===== config.mk =====
export PLATFORM = sky130hd
export DESIGN_NAME = rca_adder_32bit
export DESIGN_NICKNAME = d
export VERILOG_FILES = /design/src/rtl/rca_adder_32bit_pkg.sv /design/src/rtl/rca_adder_32bit_full_adder.sv /design/src/rtl/rca_adder_32bit.sv
export SDC_FILE = /design/constraint.sdc
export NUM_CORES = 1
export LEC_CHECK = 0
export BUFFER_PORTS_ARGS = -buffer_cell sky130_fd_sc_hd__buf_2
export CAP_MARGIN = 20
export CORE_MARGIN = 1
export CORE_UTILIZATION = 32
export CTS_CLUSTER_SIZE = 14
export DETAILED_ROUTE_END_ITERATION = 7
export PLACE_DENSITY_LB_ADDON = 0.08
export SYNTH_ARGS = -nofsm -noshare
export SYNTH_HDL_FRONTEND = slang
export SYNTH_HIERARCHICAL = 1
export SYNTH_SLANG_ARGS = --single-unit

===== constraint.sdc =====
create_clock -name clk -period 18.2 [get_ports clk]
set_clock_uncertainty 0.1 [all_clocks]
set_input_delay 0.91 -clock clk [delete_from_list [all_inputs] [get_ports clk]]
set_output_delay 0.91 -clock clk [all_outputs]
set_load 0.02 [all_outputs]

===== src/rtl/rca_adder_32bit_pkg.sv =====
// Shared constants for the ripple-carry adder slice.
package rca_adder_32bit_pkg;
  localparam int unsigned ADDER_WIDTH = 32;
endpackage


===== src/rtl/rca_adder_32bit_full_adder.sv =====
// Single-bit full adder cell; one stage of the ripple chain.
module full_adder (
  input  logic a,
  input  logic b,
  input  logic ci,
  output logic s,
  output logic co
);
  assign s  = a ^ b ^ ci;
  assign co = (a & b) | (a & ci) | (b & ci);
endmodule


===== src/rtl/rca_adder_32bit.sv =====
// 32-bit ripple-carry adder: full-adder chain feeding a registered sum/cout/valid stage.
module rca_adder_32bit
  import rca_adder_32bit_pkg::*;
#(
  parameter int unsigned WIDTH = ADDER_WIDTH
) (
  input  logic             clk,
  input  logic             rst,
  input  logic             in_valid,
  input  logic [WIDTH-1:0] in1,
  input  logic [WIDTH-1:0] in2,
  input  logic             cin,
  output logic [WIDTH-1:0] sum,
  output logic             cout,
  output logic             out_valid
);
  logic [WIDTH:0]   c;
  logic [WIDTH-1:0] s;

  assign c[0] = cin;

  for (genvar i = 0; i < WIDTH; i++) begin : g_chain
    full_adder u_fa (
      .a  (in1[i]),
      .b  (in2[i]),
      .ci (c[i]),
      .s  (s[i]),
      .co (c[i+1])
    );
  end

  // Data registers only load on in_valid, so operand X while idle never reaches sum/cout.
  always_ff @(posedge clk) begin
    if (rst) begin
      sum       <= '0;
      cout      <= 1'b0;
      out_valid <= 1'b0;
    end else if (in_valid) begin
      sum       <= s;
      cout      <= c[WIDTH];
      out_valid <= 1'b1;
    end else begin
      out_valid <= 1'b0;
    end
  end
endmodule


# == Word level (Yosys, flattened, before mapping) ==
# Index checks and enable logic that the tools add are counted.
# totals
register_bits,34
latchBits,0
ramBits,0
rom_bits,0
input_bits,68
output_inout_bits,34
wordCells,228
memories,0
# op_classes
n_addsub,0
n_mul,0
n_div,0
order_cmp,0
eq_ne,0
shifts,0
muxes,1
bitwise_logic,224
n_reduce_logical,0
# op_table
cell,n
$and A1 B1 Y1,96
$or A1 B1 Y1,64
$xor A1 B1 Y1,64
$mux W1,1

# == Logic depth before layout (Yosys ltp) ==
# Gate-level depths: netlist of run 1.
# depth
ltp_word,96
depth_mapped,34
depth_no_buf,34

# == By module ==
# The synthesis of run 1 kept the hierarchy.
# by_module_without_submodules
mod,instances,cells_each,area_per_inst_um2,seq_area_each_um2
rca_adder_32bit,1,109,1229.9,680.7
full_adder,32,1,20.0,0.0

# == Worst setup path before layout of run 1 ==
# Ideal clock, no wire load.
# synth_timing
kind,input to register
startpoint,input in1[0]
endpoint,register sum[31]
setup_ns,0.114
t_arrival_ns,13.314
required_time_ns,17.986
setup_slack_ns,4.671
cell_stages,34
path_buffers,0
cell_sequence,fa_1 fa_1 fa_1 fa_1 fa_1 fa_1 fa_1 fa_1 fa_1 fa_1 fa_1 fa_1 fa_1 fa_1 fa_1 fa_1 fa_1 fa_1 fa_1 fa_1 fa_1 fa_1 fa_1 fa_1 fa_1 fa_1 fa_1 fa_1 fa_1 fa_1 fa_1 fa_1 mux2i_1 nor2_1
# synth_via
elab_chain_cells,94
word_cells_on_any_way,125
cone_classes,bitwise: 125
# synth_lines
item,line_no,source
"start, declared",rca_adder_32bit.sv:10,"input logic [WIDTH-1:0] in1,"
$and A1 B1 Y1,rca_adder_32bit_full_adder.sv:10,assign co = (a & b) | (a & ci) | (b & ci);
$or A1 B1 Y1 (*) (2 in a row),rca_adder_32bit_full_adder.sv:10,
$and A1 B1 Y1,rca_adder_32bit_full_adder.sv:10,
$or A1 B1 Y1,rca_adder_32bit_full_adder.sv:10,
$or A1 B1 Y1 (*),rca_adder_32bit_full_adder.sv:10,
net c[2],rca_adder_32bit.sv:17,logic [WIDTH:0] c;
$and A1 B1 Y1,rca_adder_32bit_full_adder.sv:10,
$or A1 B1 Y1,rca_adder_32bit_full_adder.sv:10,
[1 not listed],--,
net c[3],rca_adder_32bit.sv:17,
[3 not listed],--,
net c[4],rca_adder_32bit.sv:17,
[3 not listed],--,
net c[5],rca_adder_32bit.sv:17,
[3 not listed],--,
net c[6],rca_adder_32bit.sv:17,
[3 not listed],--,
net c[7],rca_adder_32bit.sv:17,
[3 not listed],--,
net c[8],rca_adder_32bit.sv:17,
[3 not listed],--,
net c[9],rca_adder_32bit.sv:17,
[3 not listed],--,
net c[10],rca_adder_32bit.sv:17,
[3 not listed],--,
net c[11],rca_adder_32bit.sv:17,
[3 not listed],--,
net c[12],rca_adder_32bit.sv:17,
[3 not listed],--,
net c[13],rca_adder_32bit.sv:17,
[3 not listed],--,
net c[14],rca_adder_32bit.sv:17,
[3 not listed],--,
net c[15],rca_adder_32bit.sv:17,
[3 not listed],--,
net c[16],rca_adder_32bit.sv:17,
[3 not listed],--,
net c[17],rca_adder_32bit.sv:17,
[3 not listed],--,
net c[18],rca_adder_32bit.sv:17,
[3 not listed],--,
net c[19],rca_adder_32bit.sv:17,
[3 not listed],--,
net c[20],rca_adder_32bit.sv:17,
[3 not listed],--,
net c[21],rca_adder_32bit.sv:17,
[3 not listed],--,
net c[22],rca_adder_32bit.sv:17,
[3 not listed],--,
net c[23],rca_adder_32bit.sv:17,
[3 not listed],--,
net c[24],rca_adder_32bit.sv:17,
[3 not listed],--,
net c[25],rca_adder_32bit.sv:17,
[3 not listed],--,
net c[26],rca_adder_32bit.sv:17,
[3 not listed],--,
net c[27],rca_adder_32bit.sv:17,
[3 not listed],--,
net c[28],rca_adder_32bit.sv:17,
[3 not listed],--,
net c[29],rca_adder_32bit.sv:17,
[2 not listed],--,
$or A1 B1 Y1 (*),rca_adder_32bit_full_adder.sv:10,
net c[30],rca_adder_32bit.sv:17,
$and A1 B1 Y1,rca_adder_32bit_full_adder.sv:10,
$or A1 B1 Y1,rca_adder_32bit_full_adder.sv:10,
$or A1 B1 Y1 (*),rca_adder_32bit_full_adder.sv:10,
net c[31],rca_adder_32bit.sv:17,
$xor A1 B1 Y1 (*),rca_adder_32bit_full_adder.sv:9,assign s = a ^ b ^ ci;
net s[31],rca_adder_32bit.sv:18,logic [WIDTH-1:0] s;
"end signal, assigned",rca_adder_32bit.sv:39,sum <= s;
"end, declared",rca_adder_32bit.sv:13,"output logic [WIDTH-1:0] sum,"
# Mark *: on every way through the listed nets, which the timed path passes. The rest lies on a longest branch.
# A chain may end at the register's enable or synchronous reset.

# == Worst setup path after layout of run 1 ==
# layout_timing
startpoint,input in1[0]
endpoint,register sum[31]
# layout_via
elab_chain_cells,94
word_cells_on_any_way,125
cone_classes,bitwise: 125
# layout_lines
item,line_no
$and A1 B1 Y1,rca_adder_32bit_full_adder.sv:10
$or A1 B1 Y1 (*) (2 in a row),rca_adder_32bit_full_adder.sv:10
net c[1],rca_adder_32bit.sv:17
$and A1 B1 Y1,rca_adder_32bit_full_adder.sv:10
$or A1 B1 Y1,rca_adder_32bit_full_adder.sv:10
$or A1 B1 Y1 (*),rca_adder_32bit_full_adder.sv:10
net c[2],rca_adder_32bit.sv:17
$and A1 B1 Y1,rca_adder_32bit_full_adder.sv:10
[2 not listed],--
net c[3],rca_adder_32bit.sv:17
[3 not listed],--
net c[4],rca_adder_32bit.sv:17
[3 not listed],--
net c[5],rca_adder_32bit.sv:17
[3 not listed],--
net c[6],rca_adder_32bit.sv:17
[3 not listed],--
net c[7],rca_adder_32bit.sv:17
[3 not listed],--
net c[8],rca_adder_32bit.sv:17
[3 not listed],--
net c[9],rca_adder_32bit.sv:17
[3 not listed],--
net c[10],rca_adder_32bit.sv:17
[3 not listed],--
net c[11],rca_adder_32bit.sv:17
[3 not listed],--
net c[12],rca_adder_32bit.sv:17
[3 not listed],--
net c[13],rca_adder_32bit.sv:17
[3 not listed],--
net c[14],rca_adder_32bit.sv:17
[3 not listed],--
net c[15],rca_adder_32bit.sv:17
[3 not listed],--
net c[16],rca_adder_32bit.sv:17
[3 not listed],--
net c[17],rca_adder_32bit.sv:17
[3 not listed],--
net c[18],rca_adder_32bit.sv:17
[3 not listed],--
net c[19],rca_adder_32bit.sv:17
[3 not listed],--
net c[20],rca_adder_32bit.sv:17
[3 not listed],--
net c[21],rca_adder_32bit.sv:17
[3 not listed],--
net c[22],rca_adder_32bit.sv:17
[3 not listed],--
net c[23],rca_adder_32bit.sv:17
[3 not listed],--
net c[24],rca_adder_32bit.sv:17
[3 not listed],--
net c[25],rca_adder_32bit.sv:17
[3 not listed],--
net c[26],rca_adder_32bit.sv:17
[3 not listed],--
net c[27],rca_adder_32bit.sv:17
[3 not listed],--
net c[28],rca_adder_32bit.sv:17
[3 not listed],--
net c[29],rca_adder_32bit.sv:17
[2 not listed],--
$or A1 B1 Y1 (*),rca_adder_32bit_full_adder.sv:10
net c[30],rca_adder_32bit.sv:17
$and A1 B1 Y1,rca_adder_32bit_full_adder.sv:10
$or A1 B1 Y1,rca_adder_32bit_full_adder.sv:10
$or A1 B1 Y1 (*),rca_adder_32bit_full_adder.sv:10
net c[31],rca_adder_32bit.sv:17
$xor A1 B1 Y1 (*),rca_adder_32bit_full_adder.sv:9
net s[31],rca_adder_32bit.sv:18
# Marks and branches as above.

==> results_dict.tcl, run 1 <==
set metrics [dict create \
    via_per_inst 4.29 \
    gp_congestion 0.799 \
    synth.most_common_cell "dfxtp_1" \
    leakagePower_nw 1.24 \
    hpwl_mm 2.82 \
    async_flop_share_pct 0 \
    min_path_type "reg -> reg" \
    worstSetupPathType "in -> reg" \
    drv_slew 0 \
    cts_made_buffers 5 \
    post-place-ws_ps 4020 \
    core_um2 5570 \
    fin_setup_tns_ps 0 \
    clockBufferDepth 2 \
    syn-instance-count 141 \
    synth_seq_cells 34 \
    grt_util_all_layers_pct 13.1 \
    first_pass_iters 3 \
    dieArea_um2 6160 \
    rows 27 \
    synth_cell_types 9 \
    grt_max_degree 35 \
    crit_path_start_kind "input port" \
    hold_buffers 0 \
    crit_path_top_delay_cell "fa_1" \
    drt_iter0_drc 21 \
    cts_resized 0 \
    synth-edff-count 0 \
    tightest_slew_ps 1000 \
    syn-cell-area_um2 1870 \
    post_cts_buffers 0 \
    grt_remaining_overflow 0 \
    power_density_nw_per_um2 79.9 \
    timing.fmax_ghz 0.0724 \
    cts_tree "built" \
    start_util_pct 33.6 \
    grt_pass1_vias 1417 \
    detail-route-antenna-nets 0 \
    route.vias.total 1342 \
    pwr-share-comb_pct 30.0 \
    path_common_cell "fa_1" \
    post-route-period-util_pct 75.9 \
    hold_viol 0 \
    endpoint_kind "flop" \
    setup_viol 0 \
    placed_area_um2 2380 \
    final_area_um2 2450 \
    synth_top_area_cell "dfxtp_1" \
    numPortBuffers 101 \
    arrival_ps 13860 \
    worstSkewPairLatency_ps 280 \
    power_frac_clock_pct 26.1 \
    p_sw_w 0.0000607 \
    status "finished, final reports clean" \
    synth_top_area_share_pct 36.4 \
    nets 341 \
    clock-sinks 34 \
    fillCellCount 558 \
    syn_to_final_growth_pct 31.2 \
    seq_power_share_pct 44.0 \
    synth_common_cells "34 x dfxtp_1, 33 x mux2i_1, 33 x nor2_1" \
    avgSynthCellArea_um2 13.3 \
    synth_area_leaders "dfxtp_1 36%, fa_1 34%, mux2i_1 18%" \
    switching_share_pct 31.0 \
    num_io_pins 102 \
    totalWireLength_mm 3.65 \
    die_w_um 78.5 \
    finalHoldWorstSlack_ps 386 \
    yosysSeqAreaShare_pct 36.4 \
    yosysWarnings 6 \
    irDropWorstVdd_uv 34.3 \
    relSlewSlack_pct 33.3 \
    synthFlopType "dfxtp_1" \
    grt_antenna_before_repair 0 \
    antenna_cells 0 \
    drive_above_1_share_pct 44.0 \
    critPathMaxStageDelay_ps 440 \
    cp.required_ps 18240 \
    grt_pass1_wl_mm 6.18 \
    finalCriticalPeriod_ps 13820 \
    clk_pin_slew_ps 60 \
    cts-root-buf "clkbuf_8" \
    die_h_um 78.5 \
    htree_levels 2 \
    drc 0 \
    fin_ws_ps 4380 \
    post_drt_wl_per_cell_um 11.6 \
    synth_fp_nets 241 \
    drv_cap 0 \
    worstPathMaxFanout 1 \
    rsz0062_at_grt "no" \
    p_int_w 0.000135 \
    fin_util_pct 44.0 \
]
-- cell type report --
type,count,area [um2],area share [%]
clock buffer,7,76.3,3.11
tap,72,90.1,3.67
sequential,34,681,27.7
timing repair buffer,101,505,20.6
multi-input combinational,99,1100,44.9
-- through the flow --
step                cells  power (W)
detailed placement    306   0.000147
global placement      306   0.000148
floorplan             141   0.000125
global route          313   0.000212
CTS                   313   0.000201
finish                313   0.000196
-- layout by cell type, fill, tap and decap left out --
master / n
buf_2: 101
dfxtp_1: 34
mux2i_1: 33
nor2_1: 33
fa_1: 32
clkbuf_8: 5
clkbuf_1: 2
nor2b_1: 1
-- logic make-up (layout without fill, tap and decap cells) --
logic type,Yosys count,count (layout),synth area share [%]
flip-flops,34,34,36.4
AND/OR/NAND/NOR,34,34,6.96
multiplexers,33,33,17.7
adder cells (fa/ha/maj),32,32,34.2
buffers and inverters,8,108,4.75
-- critical path, delay by kind of cell --
| kind | cells | cell delay, ps |
|---|---|---|
| multiplexers | 1 | 140 |
| buffers and inverters | 1 | 110 |
| AND/OR/NAND/NOR | 1 | 50 |
| adder cells (fa/ha/maj) | 32 | 12640 |
-- state kept, by name, indices dropped and copies added (netlist names) --
signal and flops:
cout 1, out_valid 1, sum 32
-- metal layers --
metal  track usage (%)  share of wire, %
met1              14.5                39
met2              21.8                48
met3              5.47               9.7
met4              5.93               2.4
met5                 0                 0
-- power by group through the flow --
| stage | sequential (W) | combinational, W | clock [W] |
|---|---|---|---|
| 2_1_floorplan | 0.0000981 | 0.0000269 | 0 |
| 3_3_place_gp | 0.0000879 | 0.0000597 | 0 |
| 3_5_place_dp | 0.0000878 | 0.0000596 | 0 |
| 4_1_cts | 0.0000862 | 0.0000601 | 0.0000545 |
| 5_1_grt | 0.0000871 | 0.0000669 | 0.0000582 |
| 6_report | 0.0000862 | 0.0000587 | 0.0000511 |
-- final timing paths --
kind,startpoint,to,slack (ps),cells past startpoint
setup / recovery,in1[0],sum[31],4380,35
hold / removal,sum[2],sum[2],390,2
setup reg to reg,sum[22],sum[22],17470,2
hold reg to reg,sum[2],sum[2],390,2
(Power assumes the default switching activity.)
==> run 2, diff against run 1 <==
Settings changed: ABC_AREA from default to 1.
Clock period 18.2 ns to 11.2 ns, I/O delays scaled along.
==> results_dict.tcl, run 2 <==
set metrics [dict create \
    status "finished, violations left" \
    violations "setup timing" \
    via_per_inst 4.04 \
    holdCritStartpoint "rst" \
    die_h_um 81.3 \
    dieArea_um2 6610 \
    post_cts_buffers 0 \
    antenna_cells 0 \
    drive_above_1_share_pct 41.3 \
    min_path_type "in -> reg" \
    route.vias.total 1694 \
    avgSynthCellArea_um2 8.25 \
    rsz0062_at_grt "yes" \
    start_util_pct 33.6 \
    core_um2 5990 \
    detail-route-antenna-nets 0 \
    post_drt_wl_per_cell_um 9.86 \
    worstHoldPathCells 2 \
    irDropWorstVdd_uv 57.7 \
    largest_register_ffs 32 \
    synth_top_area_share_pct 33.8 \
    grt_remaining_overflow 0 \
    setup_viol 4 \
    reg_top3 "sum x32, cout x1, out_valid x1" \
    clock-sinks 34 \
    leakagePower_nw 1.48 \
    worstHoldEndpoint "out_valid" \
    drc 0 \
    top_register "sum" \
    hpwl_mm 3.13 \
    synth_fp_nets 344 \
    final_cell_mix "100 x buf_2, 67 x nor2_1, 66 x nand2_1" \
    grt_pass1_wl_mm 6.85 \
    hold_viol 0 \
    num_io_pins 102 \
    timing.rr.end "sum[16]" \
    r2r_start "sum[16]" \
    async_flop_share_pct 0 \
    r2r_slack_ps 10530 \
    fin_util_pct 46.2 \
    synth_seq_cells 34 \
    synth_common_cells "67 x nor2_1, 66 x nand2_1, 35 x inv_1" \
    seq_power_share_pct 41.8 \
    worstSetupPathType "in -> reg" \
    drv_slew 0 \
    worstPathMaxFanout 1 \
    relSlewSlack_pct 59.2 \
    syn_to_final_growth_pct 37.5 \
    yosysWarnings 6 \
    post-route-period-util_pct 108 \
    fin_ws_ps -874 \
    switching_share_pct 32.7 \
    die_w_um 81.3 \
    pwr-share-comb_pct 32.9 \
    cts-root-buf "clkbuf_8" \
    finalHoldWorstSlack_ps 354 \
    mostFrequentLayoutCell "buf_2" \
    critPathMaxStageDelay_ps 490 \
    cp.required_ps 11320 \
    yosysSeqAreaShare_pct 33.8 \
    timing.fmax_ghz 0.0828 \
    syn-cell-area_um2 2010 \
    numPortBuffers 101 \
    r2r_cells 2 \
    power_frac_clock_pct 25.4 \
    finalCriticalPeriod_ps 12070 \
    nets 444 \
    arrival_ps 12190 \
    first_pass_iters 4 \
    crit_path_start_kind "input port" \
    synth_cell_types 7 \
    clockBufferDepth 2 \
    tightest_slew_ps 612 \
    path_common_cell "fa_2" \
    hold_buffers 0 \
    synth.most_common_cell "nor2_1" \
    worstSkewPairLatency_ps 280 \
    crit_path_top_delay_cell "fa_1" \
    grt_util_all_layers_pct 13.9 \
    synth_area_leaders "dfxtp_1 34%, fa_1 32%, nor2_1 13%" \
    clk_pin_slew_ps 60 \
    endpoint_kind "flop" \
    fin_setup_tns_ps -2440 \
    grt_antenna_before_repair 0 \
    gp_congestion 0.659 \
    grt_max_degree 68 \
    synthFlopType "dfxtp_1" \
    cts_tree "built" \
    syn-instance-count 244 \
    p_int_w 0.000223 \
    p_sw_w 0.000108 \
    drt_iter0_drc 42 \
    synth-edff-count 0 \
    htree_levels 2 \
    totalWireLength_mm 4.13 \
    power_density_nw_per_um2 120 \
    p_total_w 0.000331 \
    drv_cap 0 \
    grt_pass1_vias 1617 \
    synth_top_area_cell "dfxtp_1" \
    rows 28 \
    cts_made_buffers 5 \
]
-- run 2: layout make-up --
class,instances,area [um2]
fillers,617,3220
multi-input cells,165,1220
flip-flops and latches,34,681
repair buffers,103,567
inverters,35,131
well taps,75,93.8
clock buffers,7,76.3
-- run 2: worst max-delay path, delay by kind of cell --
family | cells | cell delay, ps
fa+ha+maj | 32 | 11300
simple gates | 3 | 160
buf+inv | 2 | 130
-- run 2: how the worst max path moves through the flow --
stage | from | end | slack (ps) | cells after the start
6_report | in1[0] | sum[31] | -870 | 37
2_1_floorplan | in1[0] | sum[31] | -760 | 36
3_5_place_dp | in1[0] | sum[31] | -1290 | 37
3_3_place_gp | in1[0] | sum[31] | -1140 | 37
4_1_cts | in1[0] | sum[31] | -960 | 37
5_1_grt | in1[0] | sum[31] | -1180 | 37
-- run 2: repair_timing --
item | 4_1_cts | 5_1_grt
resized for setup | 2 | 2
endpoints found under the setup margin | 4 | 5
pin swaps | 1 | 1
-- run 2: power groups by stage --
stage | Sequential (W) | Combinational, W | Clock (W)
global placement | 0.000141 | 0.000106 | 0
floorplan | 0.000156 | 0.0000525 | 0
finish | 0.000138 | 0.000109 | 0.0000839
CTS | 0.000138 | 0.000109 | 0.0000889
global route | 0.000140 | 0.000129 | 0.0000927
detailed placement | 0.000141 | 0.000108 | 0
-- run 2: through the flow --
step / setup WS (ps) / area (um2) / std cells
finish: -874 / 2770 / 419
CTS: -962 / 2710 / 417
global route: -1180 / 2770 / 419
detailed placement: -1290 / 2630 / 410
global placement: -1140 / 2630 / 410
floorplan: -757 / 2090 / 244
-- run 2: logic make-up (layout without fill, tap and decap cells) --
logic type               count (synthesis)  count (layout)  share of synthesized area (%)
adder cells (fa/ha/maj)                 32              32                           31.8
buffers and inverters                   45             145                           9.52
flip-flops                              34              34                           33.8
AND/OR/NAND/NOR                        133             133                           24.8
-- run 2: layer usage --
| layer | up-vias | GRT usage (%) | part of all wire (%) |
|---|---|---|---|
| li1 | 889 | - | - |
| met1 | 745 | 16.2 | 43 |
| met2 | 58 | 23.8 | 49 |
| met3 | 2 | 4.72 | 6.5 |
| met4 | 0 | 4.29 | 0.85 |
| met5 | - | 0 | 0 |
==> run 3, diff against run 2 <==
Settings changed: CELL_PAD_IN_SITES_DETAIL_PLACEMENT from default to 0, CELL_PAD_IN_SITES_GLOBAL_PLACEMENT from default to 1, CORE_UTILIZATION 32 to 29, SYNTH_HIERARCHICAL 1 to default.
==> results_dict.tcl, run 3 <==
set metrics [dict create \
    worstSetupPathType "in -> reg" \
    critPathMaxStageDelay_ps 390 \
    synth_common_cells "67 x nor2_1, 66 x nand2_1, 39 x inv_1" \
    cp.required_ps 11320 \
    synth_cell_types 7 \
    grt_pass1_vias 1698 \
    synth_top_area_share_pct 33.6 \
    syn-cell-area_um2 2030 \
    totalWireLength_mm 4.23 \
    cts-root-buf "clkbuf_8" \
    htree_levels 2 \
    arrival_ps 11990 \
    gp_congestion 0.712 \
    hold_viol 0 \
    core_um2 6760 \
    irDropWorstVdd_uv 38.2 \
    endpoint_kind "flop" \
    timing.critical_path.buf_inv 4 \
    first_pass_iters 4 \
    numPortBuffers 101 \
    post_cts_buffers 0 \
    grt_remaining_overflow 0 \
    relSlewSlack_pct 57.3 \
    yosysSeqAreaShare_pct 33.6 \
    grt_max_degree 68 \
    timing.fmax_ghz 0.0842 \
    synth_seq_cells 34 \
    antenna_cells 0 \
    reg_top3 "sum x32, cout x1, out_valid x1" \
    grt_util_all_layers_pct 13.0 \
    async_flop_share_pct 0 \
    clk_pin_slew_ps 60 \
    tightest_slew_ps 641 \
    fin_ws_ps -671 \
    power_density_nw_per_um2 119 \
    wl_met1_mm 1.80 \
    path_common_cell "fa_2" \
    leakagePower_nw 1.49 \
    route.vias.total 1733 \
    worstPathMaxFanout 1 \
    wl_met2_mm 2.10 \
    start_util_pct 30.0 \
    synth_fp_nets 348 \
    avgSynthCellArea_um2 8.17 \
    drc 0 \
    cts_tree "built" \
    crit_path_top_delay_cell "fa_1" \
    via_per_inst 4.05 \
    worstSkewPairLatency_ps 280 \
    grt_antenna_before_repair 0 \
    synth-edff-count 0 \
    die_h_um 85.6 \
    final_cell_mix "99 x buf_2, 67 x nor2_1, 66 x nand2_1" \
    syn-instance-count 248 \
    hpwl_mm 3.17 \
    grt_pass1_wl_mm 7.36 \
    synth_top_area_cell "dfxtp_1" \
    synth.most_common_cell "nor2_1" \
    drive_above_1_share_pct 42.0 \
    rows 30 \
    post_drt_wl_per_cell_um 9.87 \
    crit_path_start_kind "input port" \
    clock-sinks 34 \
    wl_met3_um 325 \
    post-route-period-util_pct 106 \
    finalHoldWorstSlack_ps 347 \
    path_delay_family "adder cells" \
    nets 448 \
    top_register "sum" \
    num_io_pins 102 \
    die_w_um 85.6 \
    drt_iter0_drc 29 \
    finalCriticalPeriod_ps 11870 \
    rsz0062_at_grt "yes" \
    p_total_w 0.000332 \
    dieArea_um2 7330 \
    min_path_type "in -> reg" \
    syn_to_final_growth_pct 37.3 \
    drv_cap 0 \
    highest_layer "met3" \
    status "finished, violations left" \
    clockBufferDepth 2 \
    synthFlopType "dfxtp_1" \
    largest_register_ffs 32 \
    detail-route-antenna-nets 0 \
    mostFrequentLayoutCell "buf_2" \
    cts_made_buffers 5 \
    violations "setup timing" \
    drv_slew 0 \
    setup_viol 4 \
    synth_area_leaders "dfxtp_1 34%, fa_1 32%, nor2_1 12%" \
    yosysWarnings 0 \
]
==> run 3: layer usage <==
metal  vias to the layer above  track usage, %
met2                        59            22.9
met3                         0            4.81
met4                         0            4.55
li1                        895               -
met5                         -               0
met1                       779            14.4
==> run 3: worst paths after layout <==
kind	startpoint	end	slack, ps	cells past startpoint
worst min register to register	sum[28]	sum[28]	360	2
worst max-delay path	in1[0]	sum[31]	-670	39
worst max register to register	sum[31]	sum[31]	10540	2
worst min-delay path	rst	out_valid	350	2
==> run 3: final cells by class <==
| class | instances | area (um2) |
|---|---|---|
| clock buffers | 7 | 76.3 |
| fillers | 759 | 3970 |
| inverters | 39 | 164 |
| multi-input cells | 165 | 1220 |
| flip-flops and latches | 34 | 681 |
| well taps | 80 | 100 |
| repair buffers | 103 | 544 |
==> run 3: power breakdown <==
group          internal, W  leakage, nW  total (W)  switching, W
registers         0.000133        0.283   0.000138    0.00000529
clock network    0.0000428       0.0383  0.0000860     0.0000432
logic            0.0000459         1.16   0.000107     0.0000614
total             0.000222         1.49   0.000332      0.000110
==> run 3: logic make-up after synthesis <==
group / Yosys count / synth area share (%)
adder cells (fa/ha/maj): 32 / 31.6
flip-flops: 34 / 33.6
buffers and inverters: 49 / 10.2
AND/OR/NAND/NOR: 133 / 24.6
==> run 3: stage by stage <==
step	utilization, %	instances	setup TNS (ps)	setup slack [ps]	instance area (um2)
6_report	41.2	428	-1580	-671	2780
2_1_floorplan	-	248	-1250	-580	2120
5_1_grt	41.2	428	-2900	-1010	2780
3_3_place_gp	39.6	420	-3090	-1030	2680
4_1_cts	41.0	427	-1830	-739	2770
3_5_place_dp	39.6	420	-3360	-1080	2680
==> run 3: repair_timing <==
item | in CTS | in global routing
pin swaps | 1 | 2
gates resized for setup | 5 | 2
hold buffers | 0 | 0
setup endpoints to repair | 4 | 5
